### config.mk
export PLATFORM = sky130hd
export DESIGN_NAME = dcache_wt
export DESIGN_NICKNAME = d
export VERILOG_FILES = /design/src/rtl/dcache_pkg.sv /design/src/rtl/dcache_lane_align.sv /design/src/rtl/dcache_wt.sv
export SDC_FILE = /design/constraint.sdc
export NUM_CORES = 2
export LEC_CHECK = 0
export ABC_AREA = 1
export BUFFER_PORTS_ARGS = -buffer_cell sky130_fd_sc_hd__buf_2
export CORE_ASPECT_RATIO = 0.8
export CORE_MARGIN = 3
export CORE_UTILIZATION = 55
export DETAILED_ROUTE_END_ITERATION = 12
export GPL_TIMING_DRIVEN = 0
export HOLD_SLACK_MARGIN = 0.05
export PLACE_DENSITY_LB_ADDON = 0.15
export REMOVE_ABC_BUFFERS = 1
export SETUP_SLACK_MARGIN = 0.02
export SYNTH_ARGS = -nofsm -noshare
export SYNTH_HDL_FRONTEND = slang
export SYNTH_HIERARCHICAL = 1
export SYNTH_SLANG_ARGS = --single-unit
### constraint.sdc
create_clock -name clk -period 5.6 [get_ports clk]
set_input_delay 0.84 -clock clk [delete_from_list [all_inputs] [get_ports clk]]
set_output_delay 0.84 -clock clk [all_outputs]
set_load 0.02 [all_outputs]
### src/rtl/dcache_pkg.sv
// Shared definitions for the write-through data cache: access sizes, FSM states
// and address-field width helpers derived from the cache geometry.
package dcache_pkg;

   localparam logic [1:0] SIZE_BYTE = 2'b00;
   localparam logic [1:0] SIZE_HALF = 2'b01;
   localparam logic [1:0] SIZE_WORD = 2'b10;

   typedef enum logic [1:0] {
      IDLE        = 2'd0,
      REFILL_REQ  = 2'd1,
      REFILL_WAIT = 2'd2
   } state_e;

   function automatic int word_idx_bits(input int wpl);
      return $clog2(wpl);
   endfunction

   function automatic int line_off_bits(input int wpl);
      return $clog2(wpl) + 2;
   endfunction

   function automatic int set_idx_bits(input int sets);
      return $clog2(sets);
   endfunction

   function automatic int tag_bits(input int sets, input int wpl);
      return 32 - $clog2(sets) - $clog2(wpl) - 2;
   endfunction

endpackage

### src/rtl/dcache_lane_align.sv
// Byte-lane steering: load extract/extend and store replicate/strobe generation.
// Purely combinational, zero latency, no flow control.
module dcache_lane_align
   import dcache_pkg::*;
(
   input  logic [1:0]  size_i,
   input  logic        sign_ext_i,
   input  logic [1:0]  offset_i,
   input  logic [31:0] load_word_i,
   input  logic [31:0] store_data_i,
   output logic [31:0] load_data_o,
   output logic [31:0] store_wdata_o,
   output logic [3:0]  store_wstrb_o
);

   logic [7:0]  byte_v;
   logic [15:0] half_v;

   assign byte_v = 8'(load_word_i >> {offset_i, 3'b000});
   assign half_v = offset_i[1] ? load_word_i[31:16] : load_word_i[15:0];

   // Unsupported size encoding 2'b11 behaves as a word access.
   always_comb begin
      load_data_o   = load_word_i;
      store_wdata_o = store_data_i;
      store_wstrb_o = 4'b1111;
      case (size_i)
         SIZE_BYTE: begin
            load_data_o   = {{24{sign_ext_i & byte_v[7]}}, byte_v};
            store_wdata_o = {4{store_data_i[7:0]}};
            store_wstrb_o = 4'b0001 << offset_i;
         end
         SIZE_HALF: begin
            load_data_o   = {{16{sign_ext_i & half_v[15]}}, half_v};
            store_wdata_o = {2{store_data_i[15:0]}};
            store_wstrb_o = offset_i[1] ? 4'b1100 : 4'b0011;
         end
         default: ;
      endcase
   end

endmodule

### src/rtl/dcache_wt.sv
// Direct-mapped write-through no-write-allocate D-cache: hits return same cycle,
// misses stall for a line burst, stores stall until the backing memory accepts.
module dcache_wt
   import dcache_pkg::*;
#(
   parameter int DATA_WIDTH     = 32,
   parameter int SETS           = 16,
   parameter int WORDS_PER_LINE = 4
)(
   input  logic                  clk,
   input  logic                  rst,
   input  logic                  req_valid,
   input  logic                  mem_write,
   input  logic [1:0]            type_control,
   input  logic                  sign_ext_flag,
   input  logic [31:0]           addr,
   input  logic [DATA_WIDTH-1:0] write_data,
   output logic [DATA_WIDTH-1:0] read_data,
   output logic                  stall,
   output logic                  mem_req_valid,
   output logic                  mem_req_we,
   output logic [31:0]           mem_addr,
   output logic [DATA_WIDTH-1:0] mem_wdata,
   output logic [3:0]            mem_wstrb,
   input  logic                  mem_req_ready,
   input  logic                  mem_rvalid,
   input  logic [DATA_WIDTH-1:0] mem_rdata
);

   localparam int WB    = word_idx_bits(WORDS_PER_LINE);
   localparam int LOB   = line_off_bits(WORDS_PER_LINE);
   localparam int SB    = set_idx_bits(SETS);
   localparam int TAG_W = tag_bits(SETS, WORDS_PER_LINE);
   localparam logic [WB-1:0] LAST_BEAT = WB'(WORDS_PER_LINE - 1);

   state_e                state_q;
   logic [WB-1:0]         cnt_q;
   logic [31:0]           line_addr_q;
   logic [SETS-1:0]       valid_q;
   logic [TAG_W-1:0]      tag_q  [SETS];
   logic [DATA_WIDTH-1:0] data_q [SETS][WORDS_PER_LINE];

   logic [TAG_W-1:0] req_tag, refill_tag;
   logic [SB-1:0]    req_set, refill_set;
   logic [WB-1:0]    req_word;
   logic             hit, load_req, store_req, last_beat;
   logic [31:0]      ld_data, st_wdata;
   logic [3:0]       st_wstrb;

   assign req_tag    = addr[31 -: TAG_W];
   assign req_set    = addr[LOB +: SB];
   assign req_word   = addr[2 +: WB];
   assign refill_tag = line_addr_q[31 -: TAG_W];
   assign refill_set = line_addr_q[LOB +: SB];

   assign hit       = valid_q[req_set] && (tag_q[req_set] == req_tag);
   assign load_req  = (state_q == IDLE) && req_valid && !mem_write;
   assign store_req = (state_q == IDLE) && req_valid && mem_write;
   assign last_beat = (state_q == REFILL_WAIT) && mem_rvalid && (cnt_q == LAST_BEAT);

   dcache_lane_align u_align (
      .size_i        (type_control),
      .sign_ext_i    (sign_ext_flag),
      .offset_i      (addr[1:0]),
      .load_word_i   (data_q[req_set][req_word]),
      .store_data_i  (write_data),
      .load_data_o   (ld_data),
      .store_wdata_o (st_wdata),
      .store_wstrb_o (st_wstrb)
   );

   always_ff @(posedge clk) begin
      if (rst) begin
         state_q     <= IDLE;
         cnt_q       <= '0;
         line_addr_q <= '0;
         valid_q     <= '0;
      end else begin
         case (state_q)
            IDLE: begin
               if (load_req && !hit) begin
                  // The set is about to be overwritten; keep it invalid until the last beat.
                  valid_q[req_set] <= 1'b0;
                  line_addr_q      <= {addr[31:LOB], {LOB{1'b0}}};
                  state_q          <= REFILL_REQ;
               end
            end
            REFILL_REQ: begin
               if (mem_req_ready) begin
                  cnt_q   <= '0;
                  state_q <= REFILL_WAIT;
               end
            end
            REFILL_WAIT: begin
               if (mem_rvalid) begin
                  cnt_q <= cnt_q + 1'b1;
                  if (last_beat) begin
                     valid_q[refill_set] <= 1'b1;
                     state_q             <= IDLE;
                  end
               end
            end
            default: state_q <= IDLE;
         endcase
      end
   end

   // Tag and data arrays carry no reset; valid_q gates every use of them.
   always_ff @(posedge clk) begin
      if ((state_q == REFILL_WAIT) && mem_rvalid) begin
         data_q[refill_set][cnt_q] <= mem_rdata;
         if (last_beat) tag_q[refill_set] <= refill_tag;
      end
      if (store_req && mem_req_ready && hit) begin
         for (int b = 0; b < 4; b++) begin
            if (st_wstrb[b]) data_q[req_set][req_word][8*b +: 8] <= st_wdata[8*b +: 8];
         end
      end
   end

   always_comb begin
      read_data     = '0;
      stall         = 1'b0;
      mem_req_valid = 1'b0;
      mem_req_we    = 1'b0;
      mem_addr      = '0;
      mem_wdata     = '0;
      mem_wstrb     = '0;
      case (state_q)
         IDLE: begin
            if (load_req) begin
               if (hit) read_data = ld_data;
               else     stall     = 1'b1;
            end
            if (store_req) begin
               mem_req_valid = 1'b1;
               mem_req_we    = 1'b1;
               mem_addr      = {addr[31:2], 2'b00};
               mem_wdata     = st_wdata;
               mem_wstrb     = st_wstrb;
               stall         = !mem_req_ready;
            end
         end
         REFILL_REQ: begin
            stall         = 1'b1;
            mem_req_valid = 1'b1;
            mem_addr      = line_addr_q;
         end
         REFILL_WAIT: stall = 1'b1;
         default: stall = 1'b1;
      endcase
   end

endmodule

==> run metrics <==
worst slew pin tran 1618 ps; crit path max fanout 87; Overflow after GRT 0; FF+latch count, synth 2480; routed len/inst 29.26 um; Final ANT Viol Nets 0; H-tree Lvls 4; Mean Syn Cell Area 13.10 sq um; Synth cell types 44; CTS buffer count 229; Worst Hold Class in -> reg; Critical Path RT 4760 ps; r2r startpoint tag_q[15][12]; routed via count 66500; first-pass GRT wire length 431700 um; worst min-delay path startpoint addr[16]; Storage cell area 73990 sq um; Std-Cell Rows 138; power per cell area 329.6 nW/um^2; fin util 65.59%; initial antenna violation count 8; prevailing post-synth register cell edfxtp_1; Cells after DPL 9741; failing checks capacitance limit, slew limit, setup timing; final WL 302700 um; First-pass DRT Iterations 7; width of the die 478.7 um; nature of the critical path endpoint primary output; Starting Density 55.45%; worst hold margin 258.3 ps; largest net degree at the start of global routing 136; Die ar. 183900 sq um; core area 177300 sq um; endpoints failing setup 22; crit path kind in -> out; CTS tree done; IO Port Bufs 205; Post-Layout Cell Count 10350; fin. max-slew vios 11; ratio of cells with drive above 1 in the final layout 16.59%; crit path time final 5830 ps; chip height 384.2 um; Ports 208; max frequency 171.5 MHz; Final #Nets 7875; RSZ-0062 raised after global routing true; FFs w/ async S/R, synth 0%; status finished, violations left; initial drt markers 9545; Syn Inst Count 7509; area growth from synthesis to layout 18.27%; Clock Latency Late Sink 880 ps; clk root buf clkbuf_16; DP Wirelength 169400 um; Worst setup SP type primary input; peak supply drop 352.5 uV; # DRC 0; worst clock skew 49.05 ps; vias per inst 6.428; final setup TNS -1874 ps; Final Hold Fails 0; Fillers 12360; Max Cap Viol 2; Max clock buf depth 3; Clock transition at path regs 70 ps; GP Congestion 0.9053; Critical Path AT 4990 ps; synthesized area 98330 sq um; leakage 38.48 nW; Worst setup startpoint addr[5]; Yosys warning count 6; fin crit share 104.1%; CTS Sinks 2480; Overall Power 38.33 mW; area occupied by multi-input gates 24310 sq um; All-Layer GR Usage 32.31%; Post-synth EDFFs 2432; PnR worst setup slack -229.8 ps; vias in the first global route 61410; Worst slew margin -7.869%; sequential area share after synthesis 75.24%
## cell usage in the layout (no fill, tap or decap), types with 53 or more instances in the layout
cell       instances
buf_16            53
nor2_2           124
buf_12           109
buf_2            196
nor2_1           152
a21oi_1           57
a31oi_1          500
clkinv_1          66
clkbuf_16        231
nor4_1            95
inv_1            110
nor2_4           130
a22oi_1          512
nand3_1          570
nand2_1         1812
buf_4             88
edfxtp_1        2432
o21ai_0          106
## critical path, cell delays in order
cell and delay, ps:
buf_16 120, buf_16 140, buf_16 150, buf_4 200, nand2_4 280, inv_16 150
buf_16 260, nand2_1 150, a31oi_1 160, nor4_1 950, o22a_1 310, o221ai_1 360
nand2_1 190, nand2_1 70, nand2_1 70, o211ai_1 110, nand2_1 90, nor2_1 50
buf_2 180
## per-stage QoR
step	instance area, sq um	setup slack (ps)
4_1_cts	114900	-22.20
2_1_floorplan	96170	-6677
5_1_grt	116300	-216.7
6_report	116300	-229.8
3_5_place_dp	104000	-4438
3_3_place_gp	100200	-45770
## cell usage after synthesis (32+ instances only)
cell type,count,area [sq um]
clkbuf_1,390,1464
edfxtp_1,2432,73030
inv_1,121,454.2
o21ai_0,138,690.7
o221ai_1,32,280.3
dfxtp_1,48,960.9
nand2_1,1828,6862
nor4_1,128,800.8
a31oi_1,517,3234
a22oi_1,513,3851
buf_2,82,410.4
nor2_1,392,1471
o22a_1,32,280.3
a21oi_1,58,290.3
nand3_1,572,2863
nor3_1,35,175.2
## cell type report
type,count,area share (%)
timing repair buffer,540,6.210
inverter,138,0.5487
timing repair inverter,5,0.03658
sequential,2480,63.62
clock buffer,284,5.150
antenna,9,0.01936
clock inverter,137,0.9553
multi-input combinational,4372,20.90
tap,2380,2.560
## state kept, by name (all words and copies together) (netlist names)
name / flops
tag_q: 384
line_addr_q: 28
state_q: 2
cnt_q: 2
data_q: 2048
valid_q: 16
## cells by family (layout without fill, tap and decap cells)
logic type | Yosys count | in the layout | share of synthesized area, %
AO/OA/AOI/OAI | 1349 | 1349 | 9.154
adder cells (fa/ha/maj) | 4 | 4 | 0.05090
buffers and inverters | 661 | 1104 | 2.734
flip-flops | 2480 | 2480 | 75.24
other | 1 | 11 | 0.003814
AND/OR/NAND/NOR | 3014 | 3017 | 12.81
## report_power, final
| group | total, mW | switching [mW] | internal, mW |
|---|---|---|---|
| Combinational | 2.88 | 2.04 | 0.838 |
| Sequential | 20.5 | 0.0668 | 20.4 |
| Clock | 15.0 | 6.78 | 8.21 |
| Total | 38.3 | 8.89 | 29.4 |
## per-layer routing
metal / track usage (%) / share of wire (%) / up-vias
li1: - / - / 28660
met1: 46.14 / 38 / 32920
met2: 48.28 / 45 / 4238
met3: 7.539 / 12 / 675
met4: 13.18 / 4.4 / 6
met5: 0 / 0.016 / -
## what timing repair did
action | 4_1_cts | 5_1_grt
resized for setup | 441 | 108
gates cloned | 48 | 0
endpoints found under the hold margin | 0 | 0
pin swaps | 24 | 49
hold buffers | 0 | 0
buffers inserted | 60 | 66
setup endpoints to repair | 4174 | 2598
## worst paths after layout
check,to,slack [ps],cells after the start
min,line_addr_q[16],260,3
max,read_data[4],-230,19
max reg2reg,data_q[12][98],980,19
min reg2reg,valid_q[5],480,2
Power figures use the tool's default switching activity.
